===== src/rtl/mac_pkg.sv =====
// Shared types and helpers for the MAC arithmetic cluster, including the
// iterative divider's state encoding and magnitude helper.
package mac_pkg;

  localparam int unsigned DIV_DW = 8;
  localparam int unsigned MAG_W  = 64;

  typedef enum logic [2:0] {
    IDLE,
    PREP,
    CALC,
    FIX,
    DONE
  } div_state_e;

  // Width of the down-counter that sequences 2*dw restoring steps.
  function automatic int unsigned step_cnt_w(input int unsigned dw);
    return $clog2(2 * dw);
  endfunction

  // Conditional two's-complement negate; callers zero-extend and truncate.
  function automatic logic [MAG_W-1:0] abs_mag(input logic [MAG_W-1:0] x,
                                               input logic             neg);
    return neg ? (~x + MAG_W'(1)) : x;
  endfunction

endpackage


===== src/rtl/mac_div_step.sv =====
// One restoring-division step: shift in the next dividend bit, trial-subtract
// the divisor magnitude, keep the difference only when it is non-negative.
module mac_div_step #(
  parameter int unsigned DW = 8
) (
  input  logic [DW:0]   pr_i,
  input  logic          bit_i,
  input  logic [DW-1:0] dvs_i,
  output logic [DW:0]   pr_o,
  output logic          q_o
);

  logic [DW+1:0] shifted;
  logic [DW+1:0] diff;

  // The incoming partial remainder is always below |D|, so the shifted value
  // stays under 2^(DW+1) and the top bit of diff is a clean borrow flag.
  always_comb begin
    shifted = {pr_i, bit_i};
    diff    = shifted - {2'b00, dvs_i};
    q_o     = ~diff[DW+1];
    pr_o    = q_o ? diff[DW:0] : shifted[DW:0];
  end

endmodule


===== src/rtl/mac_div_iter.sv =====
// Iterative restoring divider (2*DW / DW) with valid/ready on both sides,
// producing one quotient bit per cycle with truncating signed semantics.
module mac_div_iter
  import mac_pkg::*;
#(
  parameter int unsigned DW = DIV_DW
) (
  input  logic            clk,
  input  logic            rst,
  input  logic            in_valid,
  output logic            in_ready,
  input  logic [2*DW-1:0] N,
  input  logic [DW-1:0]   D,
  input  logic            Signed,
  output logic            out_valid,
  input  logic            out_ready,
  output logic [2*DW-1:0] quo,
  output logic [DW-1:0]   rem,
  output logic            div_zero,
  output logic            ovf
);

  localparam int unsigned NW    = 2 * DW;
  localparam int unsigned CNT_W = step_cnt_w(DW);
  localparam logic [NW-1:0] N_MIN = {1'b1, {(NW-1){1'b0}}};

  div_state_e        state_q, state_d;
  logic [NW-1:0]     n_q, n_d;
  logic [DW-1:0]     d_q, d_d;
  logic              sgn_q, sgn_d;
  logic [NW-1:0]     dvd_q, dvd_d;
  logic [DW-1:0]     dvs_q, dvs_d;
  logic [DW:0]       pr_q, pr_d;
  logic [CNT_W-1:0]  cnt_q, cnt_d;
  logic              qneg_q, qneg_d;
  logic              rneg_q, rneg_d;
  logic [NW-1:0]     quo_q, quo_d;
  logic [DW-1:0]     rem_q, rem_d;
  logic              dz_q, dz_d;
  logic              ovf_q, ovf_d;
  logic              out_valid_q, out_valid_d;
  logic              in_ready_q, in_ready_d;

  logic [DW:0]       step_pr;
  logic              step_q;
  logic              n_neg, d_neg;

  mac_div_step #(.DW(DW)) u_step (
    .pr_i  (pr_q),
    .bit_i (dvd_q[NW-1]),
    .dvs_i (dvs_q),
    .pr_o  (step_pr),
    .q_o   (step_q)
  );

  assign n_neg = sgn_q & n_q[NW-1];
  assign d_neg = sgn_q & d_q[DW-1];

  always_ff @(posedge clk or posedge rst) begin
    if (rst) begin
      state_q     <= IDLE;
      n_q         <= '0;
      d_q         <= '0;
      sgn_q       <= 1'b0;
      dvd_q       <= '0;
      dvs_q       <= '0;
      pr_q        <= '0;
      cnt_q       <= '0;
      qneg_q      <= 1'b0;
      rneg_q      <= 1'b0;
      quo_q       <= '0;
      rem_q       <= '0;
      dz_q        <= 1'b0;
      ovf_q       <= 1'b0;
      out_valid_q <= 1'b0;
      in_ready_q  <= 1'b0;
    end else begin
      state_q     <= state_d;
      n_q         <= n_d;
      d_q         <= d_d;
      sgn_q       <= sgn_d;
      dvd_q       <= dvd_d;
      dvs_q       <= dvs_d;
      pr_q        <= pr_d;
      cnt_q       <= cnt_d;
      qneg_q      <= qneg_d;
      rneg_q      <= rneg_d;
      quo_q       <= quo_d;
      rem_q       <= rem_d;
      dz_q        <= dz_d;
      ovf_q       <= ovf_d;
      out_valid_q <= out_valid_d;
      in_ready_q  <= in_ready_d;
    end
  end

  always_comb begin
    state_d = state_q;
    n_d     = n_q;
    d_d     = d_q;
    sgn_d   = sgn_q;
    dvd_d   = dvd_q;
    dvs_d   = dvs_q;
    pr_d    = pr_q;
    cnt_d   = cnt_q;
    qneg_d  = qneg_q;
    rneg_d  = rneg_q;
    quo_d   = quo_q;
    rem_d   = rem_q;
    dz_d    = dz_q;
    ovf_d   = ovf_q;

    unique case (state_q)
      IDLE: begin
        if (in_valid && in_ready_q) begin
          n_d     = N;
          d_d     = D;
          sgn_d   = Signed;
          state_d = PREP;
        end
      end
      PREP: begin
        if (d_q == '0) begin
          quo_d   = '1;
          rem_d   = '0;
          dz_d    = 1'b1;
          ovf_d   = 1'b0;
          state_d = DONE;
        end else if (sgn_q && (n_q == N_MIN) && (d_q == '1)) begin
          quo_d   = n_q;
          rem_d   = '0;
          dz_d    = 1'b0;
          ovf_d   = 1'b1;
          state_d = DONE;
        end else begin
          dvd_d   = NW'(abs_mag(MAG_W'(n_q), n_neg));
          dvs_d   = DW'(abs_mag(MAG_W'(d_q), d_neg));
          pr_d    = '0;
          cnt_d   = CNT_W'(NW - 1);
          qneg_d  = n_neg ^ d_neg;
          rneg_d  = n_neg;
          state_d = CALC;
        end
      end
      // Dividend register doubles as the quotient: bits leave at the top
      // as quotient bits enter at the bottom.
      CALC: begin
        pr_d  = step_pr;
        dvd_d = {dvd_q[NW-2:0], step_q};
        cnt_d = cnt_q - CNT_W'(1);
        if (cnt_q == '0) begin
          state_d = FIX;
        end
      end
      FIX: begin
        quo_d   = qneg_q ? (~dvd_q + NW'(1)) : dvd_q;
        rem_d   = rneg_q ? (~pr_q[DW-1:0] + DW'(1)) : pr_q[DW-1:0];
        dz_d    = 1'b0;
        ovf_d   = 1'b0;
        state_d = DONE;
      end
      DONE: begin
        if (out_valid_q && out_ready) begin
          state_d = IDLE;
        end
      end
      default: state_d = IDLE;
    endcase

    // out_valid trails entry into DONE by one cycle and drops on handshake.
    out_valid_d = (state_q == DONE) && !(out_valid_q && out_ready);
    in_ready_d  = (state_d == IDLE);
  end

  assign in_ready  = in_ready_q;
  assign out_valid = out_valid_q;
  assign quo       = quo_q;
  assign rem       = rem_q;
  assign div_zero  = dz_q;
  assign ovf       = ovf_q;

endmodule


===== config.mk =====
export PLATFORM = sky130hd
export DESIGN_NAME = mac_div_iter
export DESIGN_NICKNAME = d
export VERILOG_FILES = /design/src/rtl/mac_pkg.sv /design/src/rtl/mac_div_step.sv /design/src/rtl/mac_div_iter.sv
export SDC_FILE = /design/constraint.sdc
export NUM_CORES = 1
export LEC_CHECK = 0
export CAP_MARGIN = 20
export CORE_UTILIZATION = 35
export DETAILED_ROUTE_END_ITERATION = 10
export PLACE_DENSITY = 0.57
export SLEW_MARGIN = 5
export SYNTH_ARGS = -nofsm -noshare
export SYNTH_HDL_FRONTEND = slang
export SYNTH_SLANG_ARGS = --single-unit

===== constraint.sdc =====
create_clock -name clk -period 3.85 [get_ports clk]
set_input_delay 0.5775 -clock clk [delete_from_list [all_inputs] [get_ports clk]]
set_output_delay 0.5775 -clock clk [all_outputs]
set_load 0.02 [all_outputs]

# Yosys cells after proc, flatten, opt, wreduce, memory -nomap -nowiden
# Index checks and enable logic that the tools add are counted.
# W data, S select, Z words.
[word_totals]
regBits = 95
input_bits = 29
wordCells = 89
[op_classes]
add_sub_neg = 6
eq_ne = 9
n_mux = 32
bitwise = 10
n_reduce_logical = 16
[ops]
columns = ["op", "count"]
rows = [
  ["$mux W16", 6],
  ["$pmux W16 S2", 2],
  ["$add A16 B1 Y16 const B", 2],
  ["$mux W8", 4],
  ["$not A16 Y16", 2],
  ["$mux W9", 3],
  ["$pmux W9 S2", 1],
  ["$add A8 B1 Y8 const B", 2],
  ["$eq A16 B16 Y1 const B", 1],
  ["$not A8 Y8", 2],
  ["$pmux W8 S2", 1],
  ["$mux W3", 5],
  ["$pmux W3 S5", 1],
  ["$sub A10 B8 Y10", 1],
  ["$eq A8 B8 Y1 const B", 1],
  ["$logic_not A8 Y1", 1],
  ["$mux W4", 2],
  ["$pmux W4 S2", 1],
  ["$eq A3 B2 Y1 const B", 2],
  ["$logic_not A3 Y1", 2],
  ["$reduce_and A3 Y1", 2],
  ["$logic_and A1 B1 Y1", 5],
  ["$logic_not A4 Y1", 1],
  ["$mux W1", 4],
  ["12 further kinds", 19],
]

# Depth between registers and ports, before layout
[depth]
ltp_word = 7
mapped_depth = 10
mapped_depth_nobuf = 10

# Modules after synthesis
# Synthesis repeated with hierarchy kept, for this count alone.
[hier_totals]
cells_unflattened = 535
area_unflattened_um2 = 5469.0
[by_module_without_submodules]
columns = ["module", "n_inst", "cells_per_inst", "area_per_inst_um2", "seq_area_each_um2"]
rows = [
  ["mac_div_iter", 1, 463, 4903.5, 2377.3],
  ["mac_div_step", 1, 72, 565.5, 0.0],
]

# Least setup slack after synthesis
# OpenSTA, ideal clock, no wires.
[synth_path]
path_kind = "reg-to-reg"
startpoint = "register d_q[0]"
endpoint = "register dvd_q[12]"
setup_time_ps = 126
t_arrival_ps = 2205
t_required_ps = 3724
slack_ps = 1519
stages_incl_launch_ff = 9
n_path_buf = 1
synth_period_minus_slack_ps = 2331
cell_sequence = "dfrtp_1 -> inv_1 -> ha_1 -> or4b_2 -> o41ai_1 -> o21bai_2 -> buf_2 -> nor2_1 -> a221o_1"
[synth_between]
elab_chain_cells = 4
word_cells_on_any_way = 6
cone_classes = "eq/ne: 3; reduce/logical: 3"
[synth_lines]
columns = ["element", "line", "source"]
rows = [
  ["from (decl)", "mac_div_iter.sv:29", "logic [DW-1:0] d_q, d_d;"],
  ["from (signal assigned)", "mac_div_iter.sv:63", "d_q <= '0;"],
  ["from (signal assigned)", "mac_div_iter.sv:80", "d_q <= d_d;"],
  ["$eq A8 B8 Y1", "mac_div_iter.sv:129", "end else if (sgn_q && (n_q == N_MIN) && (d_q == '1)) begin"],
  ["$logic_and A1 B1 Y1", "mac_div_iter.sv:129", ""],
  ["$ne A2 B2 Y1 (no line)", "--", ""],
  ["$reduce_and A3 Y1 (no line) (*)", "--", ""],
  ["to (signal assigned)", "mac_div_iter.sv:82", "dvd_q <= dvd_d;"],
  ["to (decl)", "mac_div_iter.sv:31", "logic [NW-1:0] dvd_q, dvd_d;"],
]
# Every way passes the cells marked *; elsewhere a longest branch is shown, timed or not.
# A chain may end at the register's enable or synchronous reset.

# Final worst setup path
[layout_path]
startpoint = "register d_q[0]"
endpoint = "register quo_q[14] (netlist: quo[14])"
[layout_between]
elab_chain_cells = 4
word_cells_on_any_way = 7
cone_classes = "eq/ne: 2; mux: 2; reduce/logical: 3"
[layout_lines]
columns = ["element", "line", "source"]
rows = [
  ["$eq A8 B8 Y1", "mac_div_iter.sv:129", ""],
  ["$logic_and A1 B1 Y1", "mac_div_iter.sv:129", ""],
  ["$ne A3 B3 Y1 (no line)", "--", ""],
  ["$reduce_and A2 Y1 (no line)", "--", ""],
  ["to (signal assigned)", "mac_div_iter.sv:88", "quo_q <= quo_d;"],
  ["to (decl)", "mac_div_iter.sv:37", "logic [NW-1:0] quo_q, quo_d;"],
]
# Several ways; a longest one is shown, not always the timed one.

==> flow_summary.toml <==
[critical_path]
required_ps = 4090
cp.arrival_ps = 2900
endpoint_kind = "register"
crit_type = "reg2reg"
crit_path_max_fanout = 11
cp-start-kind = "register"

[grt]
grt_pass1_vias = 3896
grt_max_degree = 96
grt_overflow = 0
antenna_found_initial = 0
grt_usage_pct = 17.0
grt_pass1_wl_um = 20000

[finish]
antenna_cells = 0
drive_gt1_share_pct = 9.86
final_nets = 629
finalInstanceArea_um2 = 6270
layout_common_cells = "dfrtp_1 (95), nand2_1 (65), clkdlybuf4s50_1 (56), o21ai_0 (48), nor2_1 (33)"
area_growth_pct = 20.2
layout_commonest_cell = "dfrtp_1"

[power_and_ir_drop]
p_comb_share_pct = 49.1
power_density_nw_per_um2 = 923
p_total_w = 0.00579
p_seq_share_pct = 34.9
intPower_w = 0.00333
p_leak_nw = 2.61
switching_share_pct = 42.5
vdd_drop_max_mv = 0.355
netSwitchingPower_w = 0.00246
clockPowerShare_pct = 16.0

[placed_design]
place_area_um2 = 5950
portBuffers = 56
routabilityCongestion = 0.822
dpl_worst_slack_ps = 1090
hpwl_um = 8780

[clocking]
cts-root-buf = "clkbuf_16"
post-cts-setup-buffers = 0
cts_buffers = 9
clkLatencyLatePin_ps = 350
htree_levels = 3
clk_transition_reported_paths_ps = 60
cts_sinks = 95
hold_buffers = 0
clock_path_buffers = 2
ctsResizeCount = 0
cts_tree = "done"

[synthesis]
synth_flop_cell = "dfrtp_1"
synth_warnings = 0
synthCells = 538
synth_async_sr_flop_share_pct = 100
syn-cell-area_um2 = 5210
syn-num-nets = 582
ys_seq_area_share_pct = 45.6
synth_edf_count = 0
ys_seq_elements = 95
syn_area_per_cell_um2 = 9.69
synth.distinct_cells = 56

[routing]
antenna_left = 0
via_per_inst = 5.25
dr.pass1.iters = 4
wl_per_cell_um = 15.6
wirelength_um = 12100
drt_iter0_drc = 149
via_count = 4056
drc = 0

[sta]
fin_ws_ps = 1190
finClkSkew_ps = 4.92
fmax_mhz = 377
fin_crit_ps = 2660
finalHoldViolations = 0
finalSetupTns_ps = 0
post-route-period-util_pct = 69.0
drv_slew = 0
rsz0062_at_grt = "no"
tightestPinTransition_ps = 914
setup_viol = 0
relSlewSlack_pct = 38.8

[status]
outcome = "complete, no violations"

[floorplan]
rows = 44
dieArea_um2 = 15400
die_w_um = 124
io_pins = 57
coreArea_um2 = 14500
die_h_um = 124
initial_utilization_pct = 35.9

[flow_run]
maxCapViolations = 0

[min_path]
hold_path_class = "reg2reg"
routing by layer:
| metal | up-vias | wire length, um | global-route usage (%) |
|---|---|---|---|
| met1 | 1930 | 6110 | 25.1 |
| met4 | 0 | 99 | 4.54 |
| met5 | - | 0 | 0 |
| li1 | 2025 | - | - |
| met2 | 95 | 5260 | 24.8 |
| met3 | 6 | 607 | 3.85 |
final cells by class:
type / instances / area (um2)
Tap cell: 184 / 230
Fill cell: 1470 / 8270
Inverter: 27 / 103
Sequential cell: 95 / 2380
Clock inverter: 4 / 72.6
Multi-Input combinational cell: 389 / 2630
Timing Repair Buffer: 63 / 629
Clock buffer: 10 / 229
cell usage after synthesis (13+ instances only):
cell type / n / area share, %
xor2_1: 26 / 4.4
dfrtp_1: 95 / 46
o31ai_1: 13 / 1.9
a221o_1: 13 / 2.5
mux2_2: 21 / 4.5
xnor2_1: 18 / 3.0
ha_1: 14 / 3.4
inv_1: 26 / 1.9
a21oi_1: 14 / 1.3
clkbuf_1: 19 / 1.4
nand2_1: 65 / 4.7
o21ai_0: 48 / 4.6
nor2_1: 34 / 2.4
flip-flops by register name, summed over array words and instances, names as in the netlist, 3 cells and up:
signal   count
pr_q         9
state_q      3
dvd_q       16
n_q         16
rem          8
dvs_q        8
d_q          8
quo         16
cnt_q        4
kinds of logic (layout without fill, tap and decap cells):
family                     after synthesis  in the layout  synth area share [%]
adders and majority gates               15             15                  3.74
and+or+nand+nor                        165            165                  15.6
DFF                                     95             95                  45.6
AOI/OAI and AO/OA                      142            142                  18.5
buffers and inverters                   54            104                  4.30
muxes                                   23             23                  4.92
xor gates and xnor gates                44             44                  7.39
critical path: stages (launching register included):
cell	delay [ps]
dfrtp_1	400
inv_1	100
ha_1	200
or4b_2	640
nor4_1	230
buf_4	200
nand2b_1	370
nor2_1	150
a221oi_1	250
power by group through the flow:
stage               sequential (W)  clock (W)  combinational, W
floorplan                  0.00197          0           0.00207
global placement           0.00202          0           0.00278
detailed placement         0.00204          0           0.00285
CTS                        0.00202   0.000953           0.00286
global route               0.00211   0.000982           0.00319
finish                     0.00202   0.000924           0.00284
path summary, 6_finish.rpt:
path,from,to,slack [ps],depth (start not counted)
worst max register to register,d_q[0],quo[14],1190,8
worst min-delay path,rem[4],rem[4],480,2
max in group asynchronous,rst,n_q[6],2790,3
worst max-delay path,d_q[0],quo[14],1190,8
worst min register to register,rem[4],rem[4],480,2
min in group asynchronous,rst,rem[4],640,3
through the flow:
stage	hold WS, ps	util [%]	instances
CTS	484	43.0	771
global route	501	43.1	772
floorplan	450	-	538
detailed placement	470	41.0	757
global placement	464	41.0	757
finish	475	43.1	772
Note: power is estimated with default switching activity, not from simulation.
